## src/rtl/demux_bit_sequencer.sv

```systemverilog
// -----------------------------------------------------------------------------
// demux_bit_sequencer
//
// Upstream driver for a 1:4 demux. Takes single data bits over a valid/ready
// handshake and presents each one on (d, sel) for HOLD_CYCLES cycles, followed
// by GAP_CYCLES cycles of d=0 with sel held. sel only ever changes on the
// accept edge, when d is already 0, so no demux output sees a glitch.
//
// Build option:
//   DEMUX_ADDR_MODE_EN  defined     -> in_addr port exists, the channel is
//                                      taken from in_addr on the accept edge.
//                       not defined -> channels are visited round-robin
//                                      0,1,2,3,0,... by an internal pointer.
//
// All outputs are registered. Reset asserts asynchronously and is expected to
// be released synchronously by the reset tree.
// -----------------------------------------------------------------------------
module demux_bit_sequencer #(
    parameter int HOLD_CYCLES = 4,   // cycles d/sel held per bit, >= 1
    parameter int GAP_CYCLES  = 1,   // idle cycles (d=0) after each bit, >= 0
    parameter int CNT_W       = 8    // width of the hold/gap down-counter
) (
    input  logic       clk,
    input  logic       rst_n,
    input  logic       in_valid,
    input  logic       in_data,
`ifdef DEMUX_ADDR_MODE_EN
    input  logic [1:0] in_addr,
`endif
    output logic       in_ready,
    output logic       d,
    output logic [1:0] sel,
    output logic       busy,
    output logic       frame_done
);

    // -------------------------------------------------------------------------
    // Configuration checks (elaboration time)
    // -------------------------------------------------------------------------
    if (CNT_W < 1 || CNT_W > 30) begin : g_bad_cnt_w
        $error("demux_bit_sequencer: CNT_W=%0d out of range 1..30", CNT_W);
    end

    if (HOLD_CYCLES < 1 || HOLD_CYCLES > (1 << CNT_W)) begin : g_bad_hold
        $error("demux_bit_sequencer: HOLD_CYCLES=%0d must be 1..2**CNT_W", HOLD_CYCLES);
    end

    if (GAP_CYCLES < 0 || GAP_CYCLES > (1 << CNT_W)) begin : g_bad_gap
        $error("demux_bit_sequencer: GAP_CYCLES=%0d must be 0..2**CNT_W", GAP_CYCLES);
    end

    // Counter reload values: the counter runs N-1 down to 0, so a phase of N
    // cycles ends on the edge where the counter reads zero.
    localparam logic [CNT_W-1:0] HOLD_LOAD = CNT_W'(HOLD_CYCLES - 1);
    localparam logic [CNT_W-1:0] GAP_LOAD  = (GAP_CYCLES > 0) ? CNT_W'(GAP_CYCLES - 1) : '0;

    typedef enum logic [1:0] {
        ST_IDLE  = 2'd0,
        ST_DRIVE = 2'd1,
        ST_GAP   = 2'd2
    } state_t;

    state_t           state;
    logic [CNT_W-1:0] cnt;
    logic [1:0]       accept_ch;   // channel a newly accepted bit will use

    // in_ready is only ever high in IDLE, so this is the handshake itself.
    logic accept;
    assign accept = (state == ST_IDLE) && in_valid && in_ready;

    // Last cycle of the DRIVE phase: the bit is about to be released.
    logic drive_end;
    assign drive_end = (state == ST_DRIVE) && (cnt == '0);

`ifdef DEMUX_ADDR_MODE_EN
    // Addressed mode: the source names the channel with every bit.
    assign accept_ch = in_addr;
`else
    logic [1:0] rr_ptr;

    assign accept_ch = rr_ptr;

    // Round-robin pointer: advance once per bit as its DRIVE phase ends.
    always_ff @(posedge clk or negedge rst_n) begin
        if (!rst_n) begin
            rr_ptr <= 2'd0;
        end else if (drive_end) begin
            // 2-bit natural wrap gives 3 -> 0.
            rr_ptr <= rr_ptr + 2'd1;
        end
    end
`endif

    // Sequencer FSM: accept a bit, hold it on d/sel, then insert the gap.
    always_ff @(posedge clk or negedge rst_n) begin
        if (!rst_n) begin
            state      <= ST_IDLE;
            cnt        <= '0;
            d          <= 1'b0;
            sel        <= 2'b00;
            in_ready   <= 1'b1;
            busy       <= 1'b0;
            frame_done <= 1'b0;
        end else begin
            // NOTE: every register here uses <= so all outputs update together
            // from the pre-edge state; a blocking = would let later lines see
            // half-updated values and break the cycle timing.
            frame_done <= 1'b0;

            case (state)
                ST_IDLE: begin
                    if (accept) begin
                        state    <= ST_DRIVE;
                        d        <= in_data;
                        sel      <= accept_ch;
                        busy     <= 1'b1;
                        in_ready <= 1'b0;
                        cnt      <= HOLD_LOAD;
                    end
                end

                ST_DRIVE: begin
                    if (cnt == '0) begin
                        // Bit finished: flag the end of a frame after channel 3.
                        frame_done <= (sel == 2'b11);
                        d          <= 1'b0;
                        if (GAP_CYCLES > 0) begin
                            state <= ST_GAP;
                            cnt   <= GAP_LOAD;
                        end else begin
                            state    <= ST_IDLE;
                            in_ready <= 1'b1;
                            busy     <= 1'b0;
                        end
                    end else begin
                        cnt <= cnt - CNT_W'(1);
                    end
                end

                ST_GAP: begin
                    if (cnt == '0) begin
                        state    <= ST_IDLE;
                        in_ready <= 1'b1;
                        busy     <= 1'b0;
                    end else begin
                        cnt <= cnt - CNT_W'(1);
                    end
                end

                default: begin
                    // Unreachable encoding: recover to a clean idle.
                    state    <= ST_IDLE;
                    cnt      <= '0;
                    d        <= 1'b0;
                    in_ready <= 1'b1;
                    busy     <= 1'b0;
                end
            endcase
        end
    end

endmodule

```

## config.mk

```make
export PLATFORM = sky130hd
export DESIGN_NAME = demux_bit_sequencer
export DESIGN_NICKNAME = d
export VERILOG_FILES = /design/src/rtl/demux_bit_sequencer.sv
export SDC_FILE = /design/constraint.sdc
export NUM_CORES = 1
export LEC_CHECK = 0
export BUFFER_PORTS_ARGS = -buffer_cell sky130_fd_sc_hd__buf_4
export CAP_MARGIN = 10
export CORE_UTILIZATION = 55
export DETAILED_ROUTE_END_ITERATION = 7
export GPL_ROUTABILITY_DRIVEN = 1
export GPL_TIMING_DRIVEN = 0
export HOLD_SLACK_MARGIN = 0.08
export PLACE_DENSITY_LB_ADDON = 0.05
export SETUP_SLACK_MARGIN = 0.05
export SYNTH_ARGS = -nofsm -noshare
export SYNTH_HDL_FRONTEND = slang
export SYNTH_SLANG_ARGS = --single-unit
export TNS_END_PERCENT = 30
```

## constraint.sdc

```tcl
create_clock -name clk -period 2.2 [get_ports clk]
set_input_delay 0.11 -clock clk [delete_from_list [all_inputs] [get_ports clk]]
set_output_delay 0.11 -clock clk [all_outputs]
set_load 0.03 [all_outputs]
```

; ---- Yosys cells after proc, flatten, opt, wreduce, memory -nomap -nowiden
; Cells that the tools add are included.
[totals]
reg_bits = 18
[classes]
n_addsub = 2
n_eq_ne = 7
mux = 18
bitwise_logic = 2
n_reduce_logical = 10
[op_table]
columns = operator, count
row1 = $mux W8, 3
row2 = $pmux W8 S3, 1
row3 = $pmux W1 S3, 3
row4 = $reduce_and A3 Y1, 3
row5 = $logic_not A8 Y1, 1
row6 = $sub A8 B1 Y8 const B, 1
row7 = $mux W1, 7
row8 = $mux W2, 3
row9 = $ne A2 B2 Y1 const B, 3
row10 = $pmux W2 S3, 1
row11 = $eq A2 B2 Y1 const B, 2
row12 = $reduce_and A2 Y1, 2
row13 = $logic_and A1 B1 Y1, 3
row14 = $add A2 B1 Y2 const B, 1
row15 = $eq A2 B1 Y1 const B, 1
row16 = $logic_not A2 Y1, 1
row17 = $ne A2 B1 Y1 const B, 1
row18 = $not A1 Y1, 2

; ---- Logic depth before layout (Yosys ltp)
; Gate-level depths: netlist of run 1.
[logic_depth]
word_depth = 5
ltp_mapped = 7

; ---- Worst setup path before layout of run 1
; No wires, ideal clock.
[synth_timing]
path_kind = register -> register
start = register cnt[0]
end = register cnt[1]
setup_time_ps = 136
arrival_time_ps = 1737
t_required_ps = 2064
setup_slack_ps = 327
stages_incl_launch_ff = 8
synth_period_minus_slack_ps = 1873
path_cell_list = dfrtp_1 > inv_1 > ha_1 > or3b_2 > or2_1 > buf_6 > a221oi_2 > o21ai_1
[synth_via]
elab_chain_cells = 3
elab_cells_between_ends = 7
[synth_lines]
columns = item, line_no
row1 = from (decl), 64  ; logic [CNT_W-1:0] cnt;
row2 = from (signal assigned), 136  ; cnt <= cnt - CNT_W'(1);
row3 = from (signal assigned), 146  ; cnt <= cnt - CNT_W'(1);
row4 = $sub A8 B1 Y8 or $logic_not A8 Y1 (tied branches), -
row5 = $mux W8 (tied with other cells), 141  ; if (cnt == '0) begin
row6 = $pmux W8 S3 or $reduce_and A2 Y1 (tied branches), -
; Several ways; a longest one is shown, not always the timed one. The select of a mux whose other input is x is not followed.
; A chain may end at the register's enable or synchronous reset.

; ---- Final worst setup path of run 1
; Ends and elaborated chain as after synthesis.

==> metrics.cfg, run 1 <==
[worst_setup_path]
r2r_end=cnt[1]
worst_setup_path_end_kind=register
r2r-start=cnt[0]
crit_arrival_ps=2240
path_class=reg2reg
r2r_slack_ps=140
crit_required_ps=2380
cp_max_fo=8
ff2ff_path_depth=7
start_kind=register

[logic_synthesis]
yosysTopAreaCell=dfrtp_1
ys_top_cells_by_area=dfrtp_1 (43%), nor2_1 (5.7%), xnor2_1 (3.5%), o21ai_0 (3.0%), dfstp_2 (2.7%)
synth_fa_ha_area_share_pct=2.53
async_flop_share_pct=100
synthMostInstantiatedCell=dfrtp_1
synth_top_family_by_area=simple AND/OR/NAND/NOR gates
synth.distinct_cells=36
synth_cells=102
synthXorXnorAreaFrac_pct=6.19
ys_top_cells_by_count=dfrtp_1 (17), nor2_1 (15), nand2_1 (7), inv_1 (6), o21ai_0 (6)
synth.top_cell.area_share_pct=43.0
ys_seq_area_share_pct=45.6
synth_compound_area_share_pct=14.5
syn_area_per_cell_um2=9.70
yosys_register_bits=18
synth_edf_count=0
yosys.area_share.simple_pct=21.7
syn-num-nets=108
netlist_area_um2=990
muxShareOfSynthArea_pct=4.30
ys_warn_count=0
synthFlopType=dfrtp_1

[sta]
finalClockSkew_ps=11.8
rsz0062_at_grt=no
setup_viol=0
hold_slack_ps=161
finalCriticalPeriod_ps=2060
fmax_mhz=485
slew_headroom_pct=68.6
finalHoldViolCount=0
slew_viol_final=0
setup_tns_ps=0
post-route-period-util_pct=93.6
worst_slew_pin_slew_ps=472

[clocking]
cts_hold_buffers=1
clk_pin_slew_ps=110
clock_latency_ps=290
htreeDepth=1
cts_tree=done
cts_resized=0
post_cts_buffers=0
cts.path.max_buffers=2
root_buffer=clkbuf_4
clock_sinks=18
tritoncts.num_buffers=3

[detailed_routing]
avgRoutedWirePerCell_um=14.4
vias=783
dr.pass1.iters=4
vias_per_cell=5.59
wirelength_um=2010
ant_nets=0
post-route-drc-count=0
drtIter0Drc=22

[floorplanning]
initial_core_util_pct=62.1
die_y_um=44.4
io_pins=10
fp-row-count=14
die_area_mm2=0.00197
chipWidth_um=44.4
coreArea_mm2=0.00159

[power]
ir_drop_uv=342
p_leak_nw=0.518
powerDensity_mw_per_mm2=481
power_mw=0.545

[grt]
grt_first_pass_wirelength_um=3460
grt_overflow=0
grt_pass1_vias=770
grt_max_degree=19
antenna_found_initial=0
grt_use_total_pct=24.5

[final_layout]
nets=123
antenna_cells=0
drive_above_1_share_pct=18.1
area_growth_pct=14.5
design_area_mm2=0.00113

[hold_path]
hold_start=in_valid
min_to=in_ready
min_path_type=in2reg
min_delay_path_depth=3

[place]
dp_hpwl_um=1510
postPlaceCellArea_mm2=0.00109
io_buffers=9
routabilityCongestion=0.826

[outcome]
status=complete, no violations

[job]
drv_cap=0

==> critical path: stages, from the launching register on <==
cell and delay [ps]:
dfrtp_1 420, inv_1 140, ha_1 190, or3b_2 490, or2_1 240, buf_6 150
a221oi_2 240, o21ai_1 80
==> flip-flops by register name, indices dropped and copies added (netlist names) <==
name	cells
state	2
in_ready	1
cnt	8
d	1
frame_done	1
accept_ch	2
sel	2
busy	1
==> power breakdown <==
group | switching (mW) | leakage (nW) | internal, mW
sequential | 0 | 0.222 | 0.331
clock | 0.101 | 0.0210 | 0.101
combinational | 0.00755 | 0.275 | 0.00491
==> through the flow <==
step,std cells,setup WS [ps],utilization (%)
floorplan,102,327,-
global placement,135,220,68.2
detailed placement,135,151,68.2
CTS,140,142,71.1
global route,140,68.7,71.1
finish,140,140,71.1
==> cells in the final DEF, fill, tap and decap left out, types with 3 or more instances in the layout <==
master | netlist | layout
dfrtp_1 | 17 | 17
nor2_1 | 15 | 15
buf_4 | 0 | 9
nand2_1 | 7 | 7
inv_1 | 6 | 6
o21ai_0 | 6 | 6
xnor2_1 | 4 | 4
nor3_1 | 4 | 4
clkbuf_1 | 3 | 3
xor2_1 | 3 | 3
a31oi_1 | 3 | 3
nand4b_1 | 3 | 3
nand3_1 | 3 | 3
clkbuf_4 | 0 | 3
==> final cells by class <==
class / count / area (µm²)
flip-flops and latches: 18 / 452
multi-input cells: 73 / 488
inverters: 6 / 22.5
clock buffers: 4 / 36.3
repair buffers: 10 / 77.6
fillers: 112 / 460
well taps: 24 / 30.0
plain buffers: 5 / 27.5
==> how the worst max path moves through the flow <==
stage                     cells after the start  slack [ps]   start  endpoint
final                                         7         140  cnt[0]    cnt[1]
after global routing                          6          70  cnt[0]    cnt[0]
after floorplan                               7         330  cnt[0]    cnt[1]
after global placement                        7         220  cnt[0]    cnt[1]
after detailed placement                      7         150  cnt[0]    cnt[1]
after CTS                                     7         140  cnt[0]    cnt[1]
==> cells by family after synthesis <==
| family | Yosys count |
|---|---|
| flip-flops | 18 |
| AND/OR/NAND/NOR | 41 |
| XOR/XNOR | 7 |
| buffers and inverters | 11 |
| adder cells (fa/ha/maj) | 2 |
| multiplexers | 4 |
| AO/OA/AOI/OAI | 19 |
==> metal layers <==
metal / vias to the layer above / track usage [%] / share of wire, %
li1: 384 / - / -
met5: - / 0 / 0
met3: 5 / 2.45 / 1.9
met4: 0 / 10.9 / 1.8
met2: 10 / 40.3 / 48
met1: 384 / 33.0 / 48
No activity file was read; power rests on OpenSTA's default activity.
==> run 2, diff against run 1 <==
ABC_AREA = 1   (was default)
==> run 2 against run 1 <==
Final cell count grew 19%. Critical path depth grew 2. Critical endpoint is now accept_ch[1]. Combinational power grew 9%. Critical path type unchanged. Via count grew 8.6%.
==> metrics.cfg, run 2 <==
[logic_synthesis]
synthMostInstantiatedCell=nand2_1  ; was dfrtp_1
synth.distinct_cells=23  ; was 36
yosys.area_share.simple_pct=33.6  ; was 21.7%
yosys_register_bits=18  ; unchanged
synthFlopType=dfrtp_1  ; unchanged
synthXorXnorAreaFrac_pct=3.40  ; was 6.19%
synth_cells=126  ; was 102
ys_warn_count=0  ; unchanged
synth_edf_count=0  ; unchanged
async_flop_share_pct=100  ; unchanged
synth_top_family_by_area=simple AND/OR/NAND/NOR gates  ; unchanged
syn_area_per_cell_um2=8.18  ; was 9.70 µm²
muxShareOfSynthArea_pct=0  ; was 4.30%
synth_compound_area_share_pct=9.47  ; was 14.5%
synth_fa_ha_area_share_pct=2.43  ; was 2.53%
netlist_area_mm2=0.00103  ; was 990 µm²
yosysTopAreaCell=dfrtp_1  ; unchanged
ys_top_cells_by_count=nand2_1 (38), dfrtp_1 (17), inv_1 (14), nor2_1 (10), inv_2 (6)  ; was dfrtp_1 (17), nor2_1 (15), nand2_1 (7), inv_1 (6), o21ai_0 (6)
ys_top_cells_by_area=dfrtp_1 (41%), nand2_1 (14%), inv_1 (5.1%), nor2_1 (3.6%), o2111ai_1 (3.4%)  ; was dfrtp_1 (43%), nor2_1 (5.7%), xnor2_1 (3.5%), o21ai_0 (3.0%), dfstp_2 (2.7%)
synth.top_cell.area_share_pct=41.3  ; was 43.0%
ys_seq_area_share_pct=43.8  ; was 45.6%
syn-num-nets=132  ; was 108

[worst_setup_path]
start_kind=register  ; unchanged
crit_arrival_ps=1840  ; was 2240 ps
crit_top_cell=nor2_2
max_stage_delay_ps=380  ; was 490 ps
crit_chain=inv_1 -> ha_1 -> nand2_1 -> nor2_2 -> nand2_4 -> inv_2 -> nand2_2 -> nor2_2 -> xor2_1  ; was inv_1 -> ha_1 -> or3b_2 -> or2_1 -> buf_6 -> a221oi_2 -> o21ai_1
cp_max_fo=8  ; unchanged
worst_setup_path_end_kind=register  ; unchanged
cpMaxStageDelayCell=dfrtp_1  ; was or3b_2
path_class=reg2reg  ; unchanged
crit_required_ps=2410  ; was 2380 ps

[sta]
finalClockSkew_ps=8.72  ; was 11.8 ps
finalCriticalPeriod_ps=1630  ; was 2060 ps
rsz0062_at_grt=no  ; unchanged
setup_tns_ps=0  ; unchanged
slew_viol_final=0  ; unchanged
final.setup.worst_slack_ps=572  ; was 140 ps
slew_headroom_pct=76.6  ; was 68.6%
fmax_mhz=614  ; was 485 MHz
setup_viol=0  ; unchanged
post-route-period-util_pct=74.0  ; was 93.6%
finalHoldViolCount=0  ; unchanged
worst_slew_pin_slew_ps=350  ; was 472 ps

[place]
io_buffers=9  ; unchanged
routabilityCongestion=0.855  ; was 0.826
dp_slack_ps=582  ; was 151 ps
dp_hpwl_um=1540  ; was 1510 µm

[job]
drv_cap=0  ; unchanged

[final_layout]
largest_reg_flops=8  ; unchanged
layout_commonest_cell=nand2_1  ; was dfrtp_1
nets=148  ; was 123
area_growth_pct=14.1  ; was 14.5%
final_cell_mix=nand2_1 (38), dfrtp_1 (17), inv_1 (14), nor2_1 (10), buf_4 (9)  ; was dfrtp_1 (17), nor2_1 (15), buf_4 (9), nand2_1 (7)
top_register=cnt  ; unchanged
antenna_cells=0  ; unchanged
drive_above_1_share_pct=25.5  ; was 18.1%
fillCellCount=157  ; was 112

[power]
switching_power_mw=0.107  ; was 0.109 mW
comb_power_share_pct=2.6  ; was 2.3%
sw_frac_of_total_pct=20.9  ; was 19.9%
ir_drop_uv=381  ; was 342 µV
pwr-share-seq_pct=64.3  ; was 60.7%
p_clk_share_pct=33.1  ; was 37.0%
p_leak_nw=0.621  ; was 0.518 nW
power.internal_mw=0.407  ; was 0.436 mW
power_mw=0.514  ; was 0.545 mW
powerDensity_mw_per_mm2=437  ; was 481 mW/mm²

[grt]
grt_first_pass_wirelength_um=3260  ; was 3460 µm
grt_max_degree=19  ; unchanged
grt_overflow=0  ; unchanged
grt_pass1_vias=758  ; was 770
antenna_found_initial=0  ; unchanged
grt_use_total_pct=22.9  ; was 24.5%

[clocking]
tritoncts.num_buffers=3  ; unchanged
clock_sinks=18  ; unchanged
post_cts_buffers=0  ; unchanged
clk_pin_slew_ps=90  ; was 110 ps
cts_tree=done  ; unchanged
root_buffer=clkbuf_4  ; unchanged
htreeDepth=1  ; unchanged
cts.path.max_buffers=2  ; unchanged
clock_latency_ps=300  ; was 290 ps

[floorplanning]
die_y_um=45.3  ; was 44.4 µm
fp-row-count=15  ; was 14
initial_core_util_pct=59.1  ; was 62.1%
chipWidth_um=45.3  ; was 44.4 µm
die_area_mm2=0.00205  ; was 0.00197 mm²
coreArea_mm2=0.00175  ; was 0.00159 mm²
io_pins=10  ; unchanged

[detailed_routing]
vias=850  ; was 783
avgRoutedWirePerCell_um=12.1  ; was 14.4 µm
wirelength_um=2010  ; about the same
post-route-drc-count=0  ; unchanged
drtIter0Drc=4  ; was 22
dr.pass1.iters=2  ; was 4
ant_nets=0  ; unchanged
vias_per_cell=5.12  ; was 5.59

[hold_path]
min_path_type=in2reg  ; unchanged

[outcome]
status=complete, no violations  ; unchanged

## run 2: per-stage QoR
step	area (µm²)	hold WS, ps	std cells	util [%]
after floorplan	1030	-186	126	-
after global placement	1130	-8.43	160	64.7
after detailed placement	1130	-9.56	160	64.7
after CTS	1180	151	166	67.4
after global routing	1180	164	166	67.4
final	1180	148	166	67.4
## run 2: worst paths after layout
check,from,end,slack (ps),depth (start not counted)
max,cnt[0],accept_ch[1],570,9
min,in_valid,state[0],150,3
max reg2reg,cnt[0],accept_ch[1],570,9
min reg2reg,cnt[0],cnt[0],490,2
max in group asynchronous,rst_n,in_ready,1720,2
min in group asynchronous,rst_n,cnt[4],210,2
## run 2: worst max-delay path: cells and delay by family, from the launching register on
kind	cells	cell delay (ps)
adders and majority gates	1	190
buffers and inverters	2	230
DFF	1	380
xor gates and xnor gates	1	190
and+or+nand+nor	5	540
## run 2: cells by family (layout without fill, tap and decap cells)
family / after synthesis / after routing
buf+inv: 20 / 35
fa+ha+maj: 2 / 2
simple gates: 69 / 69
flops: 18 / 18
compound gates: 13 / 13
xor+xnor: 4 / 4
## run 2: power groups by stage
stage	clock [mW]	combinational, mW	sequential, mW
after floorplan	0	0.0000277	0.337
after global placement	0	0.0111	0.337
after detailed placement	0	0.0110	0.337
after CTS	0.175	0.0139	0.331
after global routing	0.182	0.0159	0.331
final	0.170	0.0136	0.331
## run 2: final cells by class
type,instances,area (µm²),area share [%]
multi-input combinational,88,504,42.9
tap,25,31.3,2.66
timing repair buffer,11,87.6,7.45
sequential,18,452,38.4
clock buffer,4,26.3,2.23
inverter,20,75.1,6.38
## run 2: repair_timing
action,in CTS,in global routing
hold buffers,2,0
endpoints found under the hold margin,19,0
resized for setup,0,0
## run 2: layer usage
metal	GRT usage (%)	part of all wire, %	routed length [µm]	vias to the layer above
li1	-	-	-	433
met1	28.2	43	870	404
met2	40.0	53	1060	8
met3	2.40	1.6	33	5
met4	10.9	2.0	41	0
met5	0	0	0	-
==> run 3, diff against run 2 <==
ABC_AREA = 0   (was 1)
CORE_UTILIZATION = 51   (was 55)
clock period = 1.4 ns   (was 2.2 ns; I/O delays follow)
==> run 3 against run 2 <==
The flow now finishes with violations (negative setup slack). Power rose by 67%. First-iteration DRC count rose to 5.5 times the previous value. Final cell count fell by 8.4%. Clock power rose by 88%. Clock skew barely moved. Critical path depth fell by 2. Die area rose by 3.4%. Critical path type unchanged. Largest power group unchanged.
==> metrics.cfg, run 3 (synthesized netlist as in run 1, its figures left out) <==
[outcome]
status=finished with violations  ; was complete, no violations
violations=negative setup slack

[grt]
grt_overflow=0  ; unchanged
grt_max_degree=19  ; unchanged
antenna_found_initial=0  ; unchanged
grt_use_total_pct=23.2  ; was 22.9%
grt_pass1_vias=758  ; unchanged
grt_first_pass_wirelength_um=3380  ; was 3260 µm

[final_layout]
top_register=cnt  ; unchanged
nets=134  ; was 148
drive_above_1_share_pct=33.1  ; was 25.5%
layout_commonest_cell=buf_4  ; was nand2_1
final_cell_mix=buf_4 (21), dfrtp_1 (17), nor2_1 (15), nand2_1 (6)  ; was nand2_1 (38), dfrtp_1 (17), inv_1 (14), nor2_1 (10), buf_4 (9)
design_area_mm2=0.00129  ; was 0.00118 mm²
largest_reg_flops=8  ; unchanged
area_growth_pct=30.0  ; was 14.1%
fin_cells=152  ; was 166
antenna_cells=0  ; unchanged

[worst_setup_path]
r2r_end=cnt[1]  ; was accept_ch[1]
cpMaxStageDelayCell=dfrtp_1  ; unchanged
start_kind=register  ; unchanged
crit_arrival_ps=2060  ; was 1840 ps
r2r_slack_ps=-490  ; was 570 ps
crit_chain=inv_2 -> ha_4 -> or3b_4 -> or2_1 -> buf_6 -> a221oi_2 -> o21ai_1  ; was inv_1 -> ha_1 -> nand2_1 -> nor2_2 -> nand2_4 -> inv_2 -> nand2_2 -> nor2_2 -> xor2_1
r2r-start=cnt[1]  ; was cnt[0]
ff2ff_path_depth=7  ; was 9
crit_required_ps=1570  ; was 2410 ps
path_class=reg2reg  ; unchanged
worst_setup_path_end_kind=register  ; unchanged
cp_max_fo=7  ; was 8
max_stage_delay_ps=410  ; was 380 ps

[sta]
setup_viol=16  ; was 0
fmax_mhz=530  ; was 614 MHz
post-route-period-util_pct=135  ; was 74.0%
slew_headroom_pct=68.7  ; was 76.6%
slew_viol_final=0  ; unchanged
finalClockSkew_ps=8.80  ; was 8.72 ps
finalHoldViolCount=0  ; unchanged
rsz0062_at_grt=yes  ; was no
finalCriticalPeriod_ps=1890  ; was 1630 ps
final.setup.worst_slack_ps=-487  ; was 572 ps
hold_slack_ps=124  ; was 148 ps
worst_slew_pin_slew_ps=469  ; was 350 ps

[floorplanning]
initial_core_util_pct=56.1  ; was 59.1%
chipWidth_um=46.1  ; was 45.3 µm
die_y_um=46.1  ; was 45.3 µm
coreArea_mm2=0.00176  ; was 0.00175 mm²
die_area_mm2=0.00212  ; was 0.00205 mm²
io_pins=10  ; unchanged
fp-row-count=15  ; unchanged

[detailed_routing]
avgRoutedWirePerCell_um=14.6  ; was 12.1 µm
wirelength_um=2210  ; was 2010 µm
ant_nets=0  ; unchanged
dr.pass1.iters=4  ; was 2
drtIter0Drc=22  ; was 4
vias_per_cell=5.46  ; was 5.12
vias=830  ; was 850
post-route-drc-count=0  ; unchanged

[hold_path]
min_delay_path_depth=3  ; unchanged
min_to=in_ready  ; was state[0]
min_path_type=in2reg  ; unchanged
hold_start=in_valid  ; unchanged

[power]
ir_drop_uv=627  ; was 381 µV
power_mw=0.859  ; was 0.514 mW
p_leak_nw=0.572  ; was 0.621 nW
powerDensity_mw_per_mm2=668  ; was 437 mW/mm²

[clocking]
cts.path.max_buffers=2  ; unchanged
cts_tree=done  ; unchanged
clk_pin_slew_ps=110  ; was 90 ps
root_buffer=clkbuf_4  ; unchanged
htreeDepth=1  ; unchanged
tritoncts.num_buffers=3  ; unchanged
clock_latency_ps=300  ; about the same
clock_sinks=18  ; unchanged

[place]
io_buffers=9  ; unchanged
routabilityCongestion=0.872  ; was 0.855
dp.cells=136  ; was 160
dp_hpwl_um=1410  ; was 1540 µm
postPlaceCellArea_mm2=0.00109  ; was 0.00113 mm²
dp_slack_ps=-536  ; was 582 ps

[job]
drv_cap=0  ; unchanged

-- run 3: changes by cell type in the layout (fill, tap and decap cells not counted), sizes merged, moves of 3 or more --
cell     change
a31oi        +4
buf         +13
clkbuf       +3
inv         -14
nand2       -37
nand4        -4
nand4b       +3
nor3         +3
o2111ai      -3
xnor2        +4
-- run 3: area by class of cell --
class / instances / area [µm²]
inverter: 6 / 22.5
clock buffer: 4 / 36.3
buffer: 4 / 22.5
timing repair buffer: 22 / 168
multi-input combinational: 73 / 554
tap: 25 / 31.3
sequential: 18 / 452
fill: 141 / 478
-- run 3: how the worst max path moves through the flow --
stage	startpoint	endpoint	slack, ps	depth (start not counted)
2_1_floorplan	cnt[3]	cnt[1]	-400	6
3_3_place_gp	cnt[3]	cnt[1]	-490	6
3_5_place_dp	cnt[3]	cnt[1]	-540	6
4_1_cts	cnt[5]	cnt[1]	-460	6
5_1_grt	cnt[1]	cnt[1]	-510	7
6_report	cnt[1]	cnt[1]	-490	7
-- run 3: per-layer routing --
metal,share of wire [%],global-route usage [%]
met5,0,0
met4,1.5,8.82
met3,1.7,2.35
met2,54,39.4
met1,43,30.3
-- run 3: critical path, delay by kind of cell, from the launching register on --
| kind | cells | cell delay [ps] |
|---|---|---|
| adders and majority gates | 1 | 130 |
| AOI/OAI and AO/OA | 2 | 360 |
| and+or+nand+nor | 2 | 630 |
| DFF | 1 | 410 |
| buffers and inverters | 2 | 230 |
-- run 3: metrics by stage --
step	setup TNS, ps	util (%)
6_report	-5090	72.9
3_3_place_gp	-6210	61.8
3_5_place_dp	-6790	61.8
2_1_floorplan	-4200	-
5_1_grt	-6230	72.9
4_1_cts	-5450	69.4
-- run 3: power breakdown --
group / internal, mW / switching (mW)
Sequential: 0.520 / 0
Clock: 0.158 / 0.161
Combinational: 0.00792 / 0.0123
-- run 3: what timing repair did --
item / 4_1_cts / 5_1_grt
gates cloned: 0 / 0
resized for setup: 11 / 10
setup endpoints to repair: 18 / 18
endpoints found under the hold margin: 18 / 0
setup buffers: 8 / 4
pin swaps: 4 / 4
hold buffers: 1 / 0
